$ cat config.mk
export PLATFORM = sky130hd
export DESIGN_NAME = key_search_datapath
export DESIGN_NICKNAME = d
export VERILOG_FILES = /design/src/rtl/key_search_pkg.sv /design/src/rtl/key_search_datapath_toy_cipher.sv /design/src/rtl/key_search_datapath.sv
export SDC_FILE = /design/constraint.sdc
export NUM_CORES = 1
export LEC_CHECK = 0
export ABC_AREA = 1
export ABC_CLOCK_PERIOD_IN_PS = 1800
export CAP_MARGIN = 5
export CORE_MARGIN = 2
export CORE_UTILIZATION = 40
export DETAILED_ROUTE_END_ITERATION = 10
export PLACE_DENSITY_LB_ADDON = 0.1
export SLEW_MARGIN = 20
export SYNTH_ARGS = -nofsm -noshare
export SYNTH_HDL_FRONTEND = slang
export SYNTH_SLANG_ARGS = --single-unit
export TNS_END_PERCENT = 5
$ cat constraint.sdc
create_clock -name clk -period 1.8 [get_ports clk]
set_clock_uncertainty 0.2 [all_clocks]
set_input_delay 0.18 -clock clk [delete_from_list [all_inputs] [get_ports clk]]
set_output_delay 0.18 -clock clk [all_outputs]
set_load 0.005 [all_outputs]
$ cat src/rtl/key_search_pkg.sv
// Shared constants and reference cipher for the key-search datapath.
// The function form is used by simulation models; the RTL cipher is in toy_cipher.
package key_search_pkg;

    localparam int unsigned DEF_WIDTH = 8;
    localparam int unsigned DEF_ROT   = 3;

    // rotl(key ^ plaintext, rot) at the default width, rotation taken modulo the width
    function automatic logic [DEF_WIDTH-1:0] rotl_cipher(
        input logic [DEF_WIDTH-1:0] key,
        input logic [DEF_WIDTH-1:0] plaintext,
        input int unsigned          rot
    );
        logic [DEF_WIDTH-1:0] x;
        x = key ^ plaintext;
        for (int unsigned i = 0; i < rot % DEF_WIDTH; i++) begin
            x = {x[DEF_WIDTH-2:0], x[DEF_WIDTH-1]};
        end
        return x;
    endfunction

endpackage

$ cat src/rtl/key_search_datapath_toy_cipher.sv
// Combinational toy cipher: cipher = rotl(plaintext ^ key, ROT), WIDTH bits.
module toy_cipher #(
    parameter int unsigned WIDTH = 8,
    parameter int unsigned ROT   = 3
) (
    input  logic [WIDTH-1:0] key,
    input  logic [WIDTH-1:0] plaintext,
    output logic [WIDTH-1:0] cipher
);

    logic [WIDTH-1:0]   mixed;
    logic [2*WIDTH-1:0] doubled;

    // Rotate by shifting a doubled copy; the upper half is the rotated word, also for ROT = 0
    always_comb begin
        mixed   = plaintext ^ key;
        doubled = {mixed, mixed} << ROT;
        cipher  = doubled[2*WIDTH-1:WIDTH];
    end

endmodule

$ cat src/rtl/key_search_datapath.sv
// Key-search datapath: candidate counter, cipher compare, winning-key latch,
// saturating attempt counter and sticky key-space exhaustion flag.
module key_search_datapath
    import key_search_pkg::*;
#(
    parameter int unsigned WIDTH = DEF_WIDTH,
    parameter int unsigned ROT   = DEF_ROT
) (
    input  logic             clk,
    input  logic             reset,
    input  logic             clear,
    input  logic             UP,
    input  logic             en1,
    input  logic             en2,
    input  logic [WIDTH-1:0] plaintext,
    input  logic [WIDTH-1:0] target,
    output logic             found,
    output logic [WIDTH-1:0] key_cnt,
    output logic [WIDTH-1:0] key_out,
    output logic             key_valid,
    output logic [WIDTH:0]   tries,
    output logic             exhausted
);

    logic [WIDTH-1:0] cipher;

    toy_cipher #(
        .WIDTH(WIDTH),
        .ROT  (ROT)
    ) u_cipher (
        .key      (key_cnt),
        .plaintext(plaintext),
        .cipher   (cipher)
    );

    assign found = (cipher == target);

    always_ff @(posedge clk) begin
        if (reset) begin
            key_cnt   <= '1;
            key_out   <= '0;
            key_valid <= 1'b0;
            tries     <= '0;
            exhausted <= 1'b0;
        end else if (clear) begin
            key_cnt   <= '1;
            tries     <= '0;
            exhausted <= 1'b0;
            key_valid <= 1'b0;
        end else begin
            if (UP) begin
                key_cnt <= key_cnt + 1'b1;
            end
            // en1/en2 act on the pre-edge key_cnt even if UP is also high
            if (en1) begin
                if (tries != '1) begin
                    tries <= tries + 1'b1;
                end
                if ((key_cnt == '1) && !found) begin
                    exhausted <= 1'b1;
                end
            end
            if (en2) begin
                key_out   <= key_cnt;
                key_valid <= 1'b1;
            end
        end
    end

endmodule

Word level (Yosys, flattened, before mapping). Cells that the tools add are included.

Bits in registers: 27. Output and inout bits: 28. Word-level logic and storage cells: 18.

Add/subtract/negate cells: 2. Eq/ne operators: 3. Bitwise operators: 2. Reduce and logical (&&, ||, !) cells: 6.

Operators by type and width (number): adder 9 x 1 -> 9 bit (second input constant) (1); != test 9 bit (second input constant) (1); adder 8 x 1 -> 8 bit (second input constant) (1); equality test 8 bit (1); equality test 8 bit (second input constant) (1); bitwise XOR 8 bit (1); AND reduction 2 bit (3); OR reduction 2 bit (1); logical AND 1 bit (1); zero test 1 bit (1); inverter 1 bit (1).

Logic depth before layout (Yosys ltp).
Word-level depth: 5. Gate-level depth with buffers: 11. Mapped depth without buffers: 11.

Cells and area by module. A second synthesis with hierarchy kept.

Cell total of the unflattened synthesis: 214. Area total of the unflattened synthesis: 1416.4 um^2.

Modules (own cells, without submodules): key_search_datapath (instances 1, cells each 174, area an instance 1266.2 um^2); toy_cipher (instances 1, cells each 40, area an instance 150.1 um^2).

Worst setup path after synthesis. No wires, ideal clock.

Path type: flip-flop to flip-flop. Start point: register tries[0]. End point: register tries[5]. Library setup time: 0.119 ns. Arrival: 1.527 ns. Required time: 1.481 ns. Path slack: -0.046 ns. Stages on the path, launching flop included: 11. Clock period less this slack: 1.846 ns. Cell sequence: dfxtp_1 ha_1 nand3_1 nor3_1 ha_1 nor2_4 nand2_2 nor3b_2 nand2_1 o21ai_1 a21oi_1.

Word-level cells in the longest chain between the ends: 2.

Ends and longest elaborated chain: from (decl) (RTL line key_search_datapath.sv:21) `output logic [WIDTH:0] tries,`; from (signal assigned) (RTL line key_search_datapath.sv:57) `tries <= tries + 1'b1;`; parallel branches: the longest is 2 deep, another holds adder 9 x 1 -> 9 bit.

Parallel ways; which one is timed is not known. A chain may end at the register's enable or synchronous reset.

Worst setup path in the final report.
Start point: register key_cnt[7]. End point: output found.

Word-level cells in the longest chain between the ends: 2.

Ends and longest elaborated chain: from (decl) (RTL line key_search_datapath.sv:18) `output logic [WIDTH-1:0] key_cnt,`; from (signal assigned) (RTL line key_search_datapath.sv:52) `key_cnt <= key_cnt + 1'b1;`; bitwise XOR 8 bit (RTL line key_search_datapath_toy_cipher.sv:16) `mixed = plaintext ^ key;`; equality test 8 bit (RTL line key_search_datapath.sv:36) `assign found = (cipher == target);`; to (decl) (RTL line key_search_datapath.sv:17) `output logic found,`.

Every way passes these cells.

==> results.py <==
metrics = {
    "floorplanning": {
        "ios": 50,
        "die_h_um": 63.7,
        "die_area_um2": 4060,
        "num_rows": 21,
        "die_w_um": 63.7,
        "initial_utilization_pct": 42.1,
        "core_um2": 3390,
    },
    "synth": {
        "syn_area_um2": 1430,
        "synth.area.mux_share_pct": 0,
        "ys_types": 24,
        "async_flop_share_pct": 0,
        "synth_top_family_by_area": "simple AND/OR/NAND/NOR gates",
        "synth-compound-area-share_pct": 12.4,
        "synth_edf_count": 0,
        "synthSimpleGateAreaFrac_pct": 35.7,
        "synthAdderAreaFrac_pct": 2.63,
        "yosysWarnings": 0,
        "synth_fp_nets": 240,
        "avgSynthCellArea_um2": 6.63,
        "ys_seq_area_share_pct": 37.9,
        "synthFlopType": "dfxtp_1",
        "synthCells": 215,
        "synth-xor-area-share_pct": 1.23,
        "ys_seq_elements": 27,
    },
    "cts": {
        "cts_hold_buffers": 0,
        "cts_tree": "done",
        "cts-root-buf": "clkbuf_4",
        "clkTransAtPathRegs_ns": 0.16,
        "insertion_delay_ns": 0.33,
        "numCtsBuffers": 3,
        "cts.sinks": 27,
        "cts_buffer_depth": 2,
        "h-tree-depth": 1,
    },
    "cells_and_area": {
        "layout.nets": 320,
        "multiInputGateArea_um2": 788,
        "instances_no_fill": 340,
        "drive_above_1_share_pct": 25.2,
        "final_util_pct": 66.9,
        "regArea_um2": 558,
        "antenna_cells": 0,
        "synthToLayoutAreaGrowth_pct": 59.0,
        "fin_area_um2": 2270,
        "fillers": 305,
    },
    "global_routing": {
        "grt_pass1_vias": 1374,
        "grt_antenna_before_repair": 0,
        "grt_overflow": 0,
        "grt.total_usage_pct": 18.3,
        "grt_pass1_wl_um": 5910,
        "grt_max_degree": 17,
    },
    "job": {
        "max-cap-violations": 0,
    },
    "setup_path": {
        "criticalPathCategory": "register to output port",
        "cpPeakStageDelay_ns": 0.40,
        "regToRegStartpoint": "tries[0]$_SDFFE_PP0P_",
        "crit_fanout": 4,
        "start_kind": "register",
        "worst_path_most_repeated_cell": "nand2_1",
        "cp_cell_sequence": "inv_4, nand2_4, nand2_2, nand2_1, nand2_1, nand2_2, nor2_2, nand2_1, inv_1, buf_2",
        "worstSetupEndpointType": "output port",
        "startpoint": "key_cnt[7]$_SDFFE_PP1P_",
        "required_ns": 1.42,
        "critical-path-slowest-cell": "dfxtp_4",
        "cp.arrival_ns": 1.45,
        "reg2reg_depth": 10,
    },
    "sta": {
        "period_share_pct": 102,
        "tns_ns": -0.0483,
        "finalCriticalPeriod_ns": 1.83,
        "drv_slew": 0,
        "max_freq_mhz": 547,
        "fin_ws_ns": -0.0272,
        "worstMarginPinSlew_ns": 0.344,
        "finalHoldViolations": 0,
        "rsz0062_at_grt": "true",
        "finalSetupViolations": 3,
        "relSlewSlack_pct": 77.0,
    },
    "place": {
        "dpl_cell_area_um2": 2130,
        "port_buffers": 49,
        "gp_congestion": 0.800,
        "hpwl_um": 2680,
        "place_inst": 329,
    },
    "power": {
        "fin_total_pwr_mw": 1.23,
        "ir_drop_v": 0.000328,
        "p_per_area_nw_per_um2": 544,
        "p_leak_nw": 1.06,
    },
    "route": {
        "wirelength_um": 3650,
        "drt_iter0_markers": 45,
        "vias": 1565,
        "wl_per_cell_um": 10.7,
        "vias_per_cell": 4.60,
        "ant_nets": 0,
        "drt_pre_antenna_iters": 4,
        "drc": 0,
    },
    "status": {
        "failed_checks": "setup timing",
        "status": "complete, but fails checks",
    },
    "worst_hold_path": {
        "worstHoldStart": "en2",
        "hold-path-cell-count": 3,
        "worst_hold_path_type": "input port to register",
    },
}
[sequential cells by signal, indices dropped and copies added (netlist names)]
register / cells
key_out: 8
exhausted: 1
key_valid: 1
tries: 9
key_cnt: 8
[worst max-delay path, delay by kind of cell, from the launching register on]
kind,cells,cell delay [ns]
and+or+nand+nor,7,0.48
DFF,1,0.40
buffers and inverters,3,0.23
[cell type report]
class / instances / area share, %
Multi-Input combinational cell: 151 / 34.7
Inverter: 34 / 5.74
Sequential cell: 27 / 24.6
Timing Repair Buffer: 78 / 31.2
Tap cell: 46 / 2.54
Clock inverter: 1 / 0.221
Clock buffer: 3 / 0.993
[timing repair]
item | CTS | global route
resized for setup | 13 | 19
endpoints found under the setup margin | 2 | 8
pin swaps | 5 | 7
setup buffers | 5 | 2
[final timing paths]
check / endpoint / slack [ns]
hold reg to reg: exhausted$_SDFFE_PP0P_ / 0.27
setup reg to reg: tries[5]$_SDFFE_PP0P_ / -0.02
hold / removal: key_valid$_SDFFE_PP0P_ / 0.24
setup / recovery: found / -0.03
[cell usage in the layout (no fill, tap or decap), drive strengths merged]
cell type / instances
nor2: 31
a21oi: 9
o21ai: 12
nor3b: 2
o211ai: 1
a211oi: 8
clkinv: 1
ha: 3
dfxtp: 27
buf: 30
nand4: 1
nand2: 63
inv: 34
nor3: 3
nand3: 12
nand3b: 4
clkbuf: 3
xor2: 2
clkdlybuf4s50: 48
[kinds of logic after synthesis]
family,after synthesis
xor+xnor,2
simple gates,116
buf+inv,37
compound gates,30
fa+ha+maj,3
flops,27
[stage by stage]
stage	setup WS, ns	hold WS, ns
floorplan	0.0106	0.106
global placement	-0.320	0.252
detailed placement	-0.336	0.257
CTS	-0.0424	0.235
global route	-0.176	0.233
finish	-0.0272	0.235
[cell usage after synthesis (3+ instances only)]
cell | instances | share of area (%)
inv_1 | 25 | 6.6
nand2_1 | 62 | 16
nand3_1 | 12 | 4.2
o21ai_1 | 4 | 1.4
dfxtp_1 | 27 | 38
nor3_1 | 3 | 1.1
nor2_1 | 26 | 6.8
a211oi_1 | 8 | 4.2
nor2_2 | 3 | 1.3
a21oi_1 | 8 | 2.8
ha_1 | 3 | 2.6
nand3b_1 | 4 | 2.1
inv_2 | 9 | 2.4
o21ai_0 | 8 | 2.8
[layer usage]
layer	wire length (um)	vias up	track usage [%]
met3	171	2	4.64
met4	21	0	2.72
met2	1770	32	31.8
li1	-	846	-
met1	1690	685	23.2
met5	0	-	0
[power by group]
part	internal (mW)	switching [mW]	total, mW
combinational	0.170	0.145	0.316
sequential	0.624	0.0191	0.643
clock	0.0835	0.192	0.275
(Power assumes the default switching activity.)
